`src/rtl/limb_divider_seq.sv`:
```
// limb_divider_seq: sequential unsigned divider on LIMB_W-bit limbs.
// The 4-limb dividend is divided by the 2-limb divisor with a radix-2 restoring
// algorithm, one quotient bit per clock. The result registers hold their value
// until the next result is produced, so a consumer may stall indefinitely.
//
// Handshakes: a transfer happens on a rising edge where valid and ready are both
// high. in_ready depends only on state (high in IDLE). out_valid depends only on
// state (high in DONE). A source may raise valid at any time. Once out_valid is
// high, it and the result stay unchanged until out_ready is seen.
module limb_divider_seq #(
  parameter int LIMB_W  = 16,
  parameter bit DZ_QUOT = 1'b1
) (
  input  logic              clk,
  input  logic              rst,
  input  logic              in_valid,
  output logic              in_ready,
  input  logic [LIMB_W-1:0] d3,
  input  logic [LIMB_W-1:0] d2,
  input  logic [LIMB_W-1:0] d1,
  input  logic [LIMB_W-1:0] d0,
  input  logic [LIMB_W-1:0] b1,
  input  logic [LIMB_W-1:0] b0,
  output logic              out_valid,
  input  logic              out_ready,
  output logic [LIMB_W-1:0] q3,
  output logic [LIMB_W-1:0] q2,
  output logic [LIMB_W-1:0] q1,
  output logic [LIMB_W-1:0] q0,
  output logic [LIMB_W-1:0] r1,
  output logic [LIMB_W-1:0] r0,
  output logic              div_zero,
  output logic [1:0]        dbg_state
);

  localparam int DW = 4 * LIMB_W;      // dividend / quotient width
  localparam int BW = 2 * LIMB_W;      // divisor / remainder width
  localparam int CW = $clog2(DW);      // bit counter width

  localparam logic [1:0] S_IDLE = 2'd0;
  localparam logic [1:0] S_BUSY = 2'd1;
  localparam logic [1:0] S_DONE = 2'd2;

  logic [1:0]    r_state;
  // Dividend shifts out at the top while quotient bits shift in at the bottom.
  logic [DW-1:0] r_dq;
  logic [BW-1:0] r_div;
  // The stored remainder always ends below the divisor, so BW bits suffice.
  // The BW+1-bit working value exists only as w_pr_shift.
  logic [BW-1:0] r_pr;
  logic [CW-1:0] r_cnt;
  logic [DW-1:0] r_q;
  logic [BW-1:0] r_r;
  logic          r_dz;

  logic [DW-1:0] w_dividend;
  logic [BW-1:0] w_divisor;
  logic          w_accept;
  logic          w_release;
  logic          w_busy;
  logic          w_last;
  logic          w_div_is_zero;
  logic [BW:0]   w_pr_shift;
  logic          w_ge;
  logic [BW-1:0] w_pr_next;
  logic [DW-1:0] w_dq_next;

  assign w_dividend    = {d3, d2, d1, d0};
  assign w_divisor     = {b1, b0};
  assign w_div_is_zero = (w_divisor == '0);
  assign w_accept      = in_valid && (r_state == S_IDLE);
  assign w_release     = out_ready && (r_state == S_DONE);
  assign w_busy        = (r_state == S_BUSY);
  assign w_last        = (r_cnt == CW'(DW - 1));

  // One restoring step. The compare needs BW+1 bits because the shifted
  // remainder can exceed an all-ones divisor. When the subtraction is taken,
  // the true difference is below 2^BW, so modular BW-bit subtraction is exact.
  assign w_pr_shift = {r_pr, r_dq[DW-1]};
  assign w_ge       = (w_pr_shift >= {1'b0, r_div});
  assign w_pr_next  = w_ge ? (w_pr_shift[BW-1:0] - r_div) : w_pr_shift[BW-1:0];
  assign w_dq_next  = {r_dq[DW-2:0], w_ge};

  assign in_ready  = (r_state == S_IDLE);
  assign out_valid = (r_state == S_DONE);
  assign dbg_state = r_state;

  assign {q3, q2, q1, q0} = r_q;
  assign {r1, r0}         = r_r;
  assign div_zero         = r_dz;

  // Control FSM: IDLE -> BUSY -> DONE -> IDLE, with a zero divisor skipping BUSY.
  always_ff @(posedge clk or posedge rst) begin
    if (rst) begin
      r_state <= S_IDLE;
    end else begin
      case (r_state)
        S_IDLE: if (w_accept) r_state <= w_div_is_zero ? S_DONE : S_BUSY;
        S_BUSY: if (w_last) r_state <= S_DONE;
        S_DONE: if (w_release) r_state <= S_IDLE;
        default: r_state <= S_IDLE;
      endcase
    end
  end

  // Working registers: load operands on accept, then one shift/subtract per BUSY edge.
  always_ff @(posedge clk or posedge rst) begin
    if (rst) begin
      r_dq  <= '0;
      r_div <= '0;
      r_pr  <= '0;
      r_cnt <= '0;
    end else if (w_accept) begin
      r_dq  <= w_dividend;
      r_div <= w_divisor;
      r_pr  <= '0;
      r_cnt <= '0;
    end else if (w_busy) begin
      r_dq  <= w_dq_next;
      r_pr  <= w_pr_next;
      r_cnt <= r_cnt + CW'(1);
    end
  end

  // Result registers: written only when a result is produced, held otherwise.
  always_ff @(posedge clk or posedge rst) begin
    if (rst) begin
      r_q  <= '0;
      r_r  <= '0;
      r_dz <= 1'b0;
    end else if (w_accept && w_div_is_zero) begin
      r_q  <= DZ_QUOT ? {DW{1'b1}} : {DW{1'b0}};
      r_r  <= w_dividend[BW-1:0];
      r_dz <= 1'b1;
    end else if (w_busy && w_last) begin
      r_q  <= w_dq_next;
      r_r  <= w_pr_next;
      r_dz <= 1'b0;
    end
  end

endmodule
```
`config.mk`:
```
export PLATFORM = sky130hd
export DESIGN_NAME = limb_divider_seq
export DESIGN_NICKNAME = d
export VERILOG_FILES = /design/src/rtl/limb_divider_seq.sv
export SDC_FILE = /design/constraint.sdc
export NUM_CORES = 1
export LEC_CHECK = 0
export ABC_AREA = 1
export CAP_MARGIN = 5
export CORE_UTILIZATION = 45
export DETAILED_ROUTE_END_ITERATION = 8
export GPL_TIMING_DRIVEN = 0
export PLACE_DENSITY_LB_ADDON = 0.15
export SETUP_SLACK_MARGIN = 0.4
export SLEW_MARGIN = 20
export SYNTH_ARGS = -nofsm -noshare
export SYNTH_HDL_FRONTEND = slang
export SYNTH_SLANG_ARGS = --single-unit
export TNS_END_PERCENT = 1
```
`constraint.sdc`:
```
create_clock -name clk -period 12.05 [get_ports clk]
set_clock_uncertainty 0.2 [all_clocks]
set_input_delay 3.0125 -clock clk [delete_from_list [all_inputs] [get_ports clk]]
set_output_delay 3.0125 -clock clk [all_outputs]
set_load 0.01 [all_outputs]
```
# == Yosys cells after proc, flatten, opt, wreduce, memory -nomap -nowiden ==
# Cells that the tools add are included.
# op_classes
magnitude_cmp,1
reduce_logical,9
add_sub_neg,2
eq_ne,6
muxes,18
# op_table
cell,count
2-to-1 mux 64 bit,4
2-to-1 mux 32 bit,5
greater-or-equal comparator 33 x 32 -> 1 bit,1
zero test 32 bit,1
subtractor 32 bit,1
2-to-1 mux 6 bit,2
2-to-1 mux 2 bit,4
adder 6 x 1 -> 6 bit (second input constant),1
equality test 6 bit (second input constant),1
inequality test 2 x 1 -> 1 bit (second input constant),3
case mux 2 bit (3 select lines),1
logical AND 1 bit,4
nonzero test 2 bit,2
AND reduction 3 bit,1
equality test 2 x 1 -> 1 bit (second input constant),1
equality test 2 bit (second input constant),1
zero test 2 bit,1
2-to-1 mux 1 bit,2
# word_totals
ff_bits,233
word_cells,44
out_inout_bits,101
input_bits,100

# == Logic depth before layout (Yosys ltp) ==
# depth
ltp_word,4
depth_mapped,18
depth_no_buf,17

# == Worst setup path before layout ==
# OpenSTA, ideal clock, no wires.
# synth_timing
path_type,input to register
startpoint,in b1[9]
endpoint,reg r_r[31]
path_buffers,1
path_stages,11
t_arrival_ns,4.161
required_ns,11.732
setup_time_ns,0.118
path_slack_ns,7.571
path_cell_list,nor4_1 -> nand3_1 -> nor2_1 -> nand2_1 -> nand2_2 -> inv_2 -> clkbuf_1 -> nand2_1 -> nand2_1 -> inv_1 -> nand2_1
# synth_between
elab_chain_cells,3
elab_cells_between_ends,4
cone_classes,mux: 1; reduce/logical: 3
# synth_lines
element,line,source
from (decl),22,"input logic [LIMB_W-1:0] b1,"
zero test 32 bit *,70,assign w_div_is_zero = (w_divisor == '0);
logical AND 1 bit *,131,end else if (w_accept && w_div_is_zero) begin
2-to-1 mux 32 bit / nonzero test 2 bit (equally long branches),--,
to (signal assigned),133,r_r <= w_dividend[BW-1:0];
to (signal assigned),137,r_r <= w_pr_next;
to (decl),53,logic [BW-1:0] r_r;
# Mark *: on every way between the ends. The rest lies on a longest branch, timed or not.
# A chain may end at the register's enable or synchronous reset.

# == Final worst setup path ==
# layout_timing
startpoint,in b0[10]
endpoint,reg r_r[20]
# layout_between
elab_chain_cells,3
elab_cells_between_ends,4
cone_classes,mux: 1; reduce/logical: 3
# layout_lines
element,line,source
from (decl),23,"input logic [LIMB_W-1:0] b0,"
zero test 32 bit *,70,
logical AND 1 bit *,131,
2-to-1 mux 32 bit / nonzero test 2 bit (equally long branches),--,
# Marked as above.

==> out/summary.md <==
### Global route
- **grt total ovfl** 0
- **global-route total usage across every layer** 0.274
- **initial antenna violation count** 1
- **largest net degree at the start of global routing** 104
- **global-route wire length before repair** 60600 microns
- **number of global-route vias before repair** 11100

### Synth
- **Yosys top cell area share** 0.466
- **top cells by area in the synthesized netlist** sky130_fd_sc_hd__dfrtp_1, sky130_fd_sc_hd__nand2_1, sky130_fd_sc_hd__inv_1, sky130_fd_sc_hd__nand3_1, sky130_fd_sc_hd__o21ai_0
- **number of register bits inferred by synthesis** 233
- **sequential cell area fraction in the yosys report** 0.466
- **library cells used by synthesis** 37
- **count of flip-flops with a built-in enable after synthesis** 0
- **primary flip-flop cell chosen by synthesis mapping** sky130_fd_sc_hd__dfrtp_1
- **Yosys top cell by area** sky130_fd_sc_hd__dfrtp_1
- **Syn Std Cell Area** 12500 sq um
- **Synthesized Nets** 1817
- **Avg Synthesized Cell Area** 7.43 sq um
- **YS warnings** 0
- **Synth Instances** 1683
- **share of synthesized flip-flops with an asynchronous set or reset** 1.00

### Clock tree
- **clock slew at reported path FFs** 0.05 ns
- **CTS sink count** 233
- **cts bufs inserted** 27
- **Hold Buf Count CTS** 0
- **post-cts gate resize count** 0
- **Clock Root Buffer** sky130_fd_sc_hd__clkbuf_16
- **TritonCTS clock tree** yes
- **H-tree Lvls** 1
- **buffer count from post-CTS setup fixing** 0
- **clock latency on the worst-skew pair** 0.56 ns
- **maximum buffer depth of the clock tree** 3

### Die
- **number of rows in the core area** 60
- **overall die area** 28500 sq um
- **number of primary I/O pins** 201
- **initial standard-cell utilization of the core** 0.462
- **Die Ht** 169 microns
- **Core Area** 27100 sq um
- **DIE WIDTH** 169 microns

### Worst setup path
- **Worst setup SP type** input pin
- **Max Fanout on Critical Path** 10
- **buffers and inverters on the worst path** 5
- **kind of end point of the critical path** flop
- **CP peak stage delay** 0.41 ns
- **critical path's slowest cell** sky130_fd_sc_hd__clkdlybuf4s50_1
- **Worst Setup Path Type** in -> reg
- **cell-by-cell listing of the critical path** clkdlybuf4s50_1, inv_1, nand3_1, nor3_1, nand2_1, nor2_1, nand2_1, nand2_2, inv_2, clkbuf_1, nand2_1, nand2_1, inv_1, nand2_1
- **Worst path most repeated cell** sky130_fd_sc_hd__nand2_1
- **data required time at the worst endpoint** 12.28 ns
- **family of cells with the greatest summed delay on the critical path** simple AND/OR/NAND/NOR gates
- **data arrival time at the worst-slack endpoint** 5.59 ns

### Timing
- **final hold violation count** 0
- **final period demand of the worst path** 5.36 ns
- **final worst-path cycle share** 0.445
- **Worst slew margin** 0.456
- **pin slew with the least headroom to its limit** 0.816 ns
- **final setup vio count** 0
- **sum of negative setup slack** 0 ns
- **maximum clock frequency** 0.186 GHz
- **Slew Limit Fails** 0
- **setup ws final** 6.69 ns
- **RSZ-0062 raised after global routing** false

### Detailed routing
- **vias per cell** 5.00
- **number of antenna-violating nets in the routed design** 0
- **average wire per cell in the routed design** 16.6 microns
- **post-route DRC violation count** 0
- **Vias** 11500
- **Detailed Routing Iterations Pass 1** 5
- **DRT Wirelength** 38300 microns
- **First DRT Iteration DRCs** 938

### Cells and area
- **Cell Count, Final, Fillers Out** 2305
- **area added between synthesis and finish** 27.2%
- **Post-layout nets** 2048
- **area taken by multi-input logic gates** 5250 sq um
- **area of all placed cells without fillers** 15900 sq um
- **share of post-route cells with drive strength above 1** 0.0451
- **share of the core filled with cells** 0.587
- **register area** 5830 sq um
- **fill cell instance count of the final layout** 2551

### Power
- **leakage power summed over all cells** 7.97 nW
- **switch share** 0.473
- **power per standard cell area** 262 nW/um^2
- **power dissipated by switching net loads** 1.97 mW
- **cell-internal power** 2.20 mW
- **worst voltage drop across the vdd grid** 0.000142 V
- **share of total power in sequential cells** 0.272
- **combinational fraction of design power** 0.532
- **Clock power frac** 0.196

### Placed design
- **post-detailed-placement cell area** 15000 sq um
- **number of I/O port buffers** 200
- **sum of net half-perimeters after detailed placement** 30100 microns
- **placement-stage worst setup slack** 6.12 ns
- **final weighted congestion in routability-driven placement** 0.965
- **number of placed instances with taps included** 2257

### Run
- **max cap viols** 0

### Hold path
- **class of the tightest hold or removal check** reg -> reg

### Outcome
- **result of the run** finished, final reports clean

## path summary, 6_finish.rpt
kind,start,endpoint,slack [ns],cells after the start
worst max-delay path,b0[10],r_r[20]$_DFFE_PP0P_,6.69,14
worst min register to register,r_div[13]$_DFFE_PP0P_,r_div[13]$_DFFE_PP0P_,0.28,2
worst max register to register,r_dq[63]$_DFFE_PP0P_,r_r[12]$_DFFE_PP0P_,9.13,13
min in group asynchronous,rst,r_q[50]$_DFFE_PP0P_,2.66,2
max in group asynchronous,rst,r_r[16]$_DFFE_PP0P_,8.17,3
worst min-delay path,r_div[13]$_DFFE_PP0P_,r_div[13]$_DFFE_PP0P_,0.28,2
## routing by layer
| metal | global-route usage | up-vias | share of wire |
|---|---|---|---|
| met5 | 0 | - | 0 |
| met1 | 0.390 | 5403 | 0.46 |
| met4 | 0.104 | 0 | 0.037 |
| met2 | 0.428 | 308 | 0.45 |
| met3 | 0.0316 | 66 | 0.053 |
| li1 | - | 5740 | - |
## layout by cell type, fill, tap and decap left out, types with 12 or more instances in the layout
cell,n
sky130_fd_sc_hd__a21oi_1,85
sky130_fd_sc_hd__dfrtp_1,233
sky130_fd_sc_hd__a22oi_1,61
sky130_fd_sc_hd__buf_2,15
sky130_fd_sc_hd__nand3_1,102
sky130_fd_sc_hd__clkbuf_1,47
sky130_fd_sc_hd__clkdlybuf4s50_1,200
sky130_fd_sc_hd__o21ai_0,102
sky130_fd_sc_hd__inv_1,285
sky130_fd_sc_hd__clkbuf_16,27
sky130_fd_sc_hd__nand2_1,521
sky130_fd_sc_hd__xor2_1,12
sky130_fd_sc_hd__ha_1,33
sky130_fd_sc_hd__nor2_1,109
## stage by stage
stage | hold WS, ns | total power, mW
floorplan | 0.253 | 2.65
global placement | 0.265 | 3.31
detailed placement | 0.277 | 3.33
CTS | 0.290 | 4.17
global route | 0.298 | 4.52
finish | 0.281 | 4.17
## worst register-to-register path, cell delays in order (launching register included)
cell and delay (ns):
sky130_fd_sc_hd__dfrtp_1 0.35, sky130_fd_sc_hd__inv_1 0.10, sky130_fd_sc_hd__ha_1 0.16, sky130_fd_sc_hd__inv_1 0.08, sky130_fd_sc_hd__fa_1 0.43, sky130_fd_sc_hd__nand3_1 0.11
sky130_fd_sc_hd__nand3_1 0.22, sky130_fd_sc_hd__nand3_1 0.14, sky130_fd_sc_hd__nand3_1 0.21, sky130_fd_sc_hd__xor2_1 0.21, sky130_fd_sc_hd__nand2_1 0.07, sky130_fd_sc_hd__o21ai_0 0.29
sky130_fd_sc_hd__nand2_1 0.16, sky130_fd_sc_hd__nand2_1 0.05
## power by group through the flow
stage | logic (mW) | clock network [mW] | registers (mW)
final | 2.22 | 0.818 | 1.13
after detailed placement | 2.19 | 0 | 1.14
after global placement | 2.17 | 0 | 1.14
after floorplan | 1.54 | 0 | 1.11
after global routing | 2.51 | 0.859 | 1.16
after CTS | 2.20 | 0.832 | 1.13
## sequential cells by signal (all words and copies together), names as in the netlist
register,count
r_dq,64
r_q,64
r_div,32
r_pr,32
r_r,32
r_cnt,6
dbg_state,2
div_zero,1
## cell usage after synthesis, types with 2 or more instances
cell	n
sky130_fd_sc_hd__a21oi_1	85
sky130_fd_sc_hd__a22oi_1	61
sky130_fd_sc_hd__and2_1	4
sky130_fd_sc_hd__and3_1	2
sky130_fd_sc_hd__buf_1	2
sky130_fd_sc_hd__buf_2	15
sky130_fd_sc_hd__buf_4	3
sky130_fd_sc_hd__buf_6	7
sky130_fd_sc_hd__clkbuf_1	40
sky130_fd_sc_hd__dfrtp_1	233
sky130_fd_sc_hd__ha_1	33
sky130_fd_sc_hd__inv_1	286
sky130_fd_sc_hd__inv_2	5
sky130_fd_sc_hd__nand2_1	521
sky130_fd_sc_hd__nand2_2	5
sky130_fd_sc_hd__nand3_1	102
sky130_fd_sc_hd__nand3b_1	5
sky130_fd_sc_hd__nand4_1	11
sky130_fd_sc_hd__nor2_1	109
sky130_fd_sc_hd__nor2_2	6
sky130_fd_sc_hd__nor3_1	9
sky130_fd_sc_hd__nor4_1	2
sky130_fd_sc_hd__o211ai_1	2
sky130_fd_sc_hd__o21ai_0	102
sky130_fd_sc_hd__o21bai_1	5
sky130_fd_sc_hd__o221ai_1	2
sky130_fd_sc_hd__o22ai_1	3
sky130_fd_sc_hd__o31ai_1	2
sky130_fd_sc_hd__xnor2_1	2
sky130_fd_sc_hd__xor2_1	12
## cell type report
cell class,instances,share of cell area
Clock buffer,36,0.0458
Timing Repair Buffer,202,0.129
Antenna cell,2,0.000314
Sequential cell,233,0.366
Tap cell,372,0.0292
Multi-Input combinational cell,1091,0.330
Buffer,67,0.0210
Clock inverter,10,0.00912
Inverter,292,0.0693
## logic make-up (layout without fill, tap and decap cells)
family                   Yosys count  after routing  share of synthesized area
AND/OR/NAND/NOR                  779            779                      0.254
XOR/XNOR                          14             14                    0.00980
AO/OA/AOI/OAI                    263            263                      0.120
buffers and inverters            359            607                      0.114
adder cells (fa/ha/maj)           34             34                     0.0346
multiplexers                       1              1                   0.000900
other                              0              2                          0
flip-flops                       233            233                      0.466
Note: power is estimated with default switching activity, not from simulation.
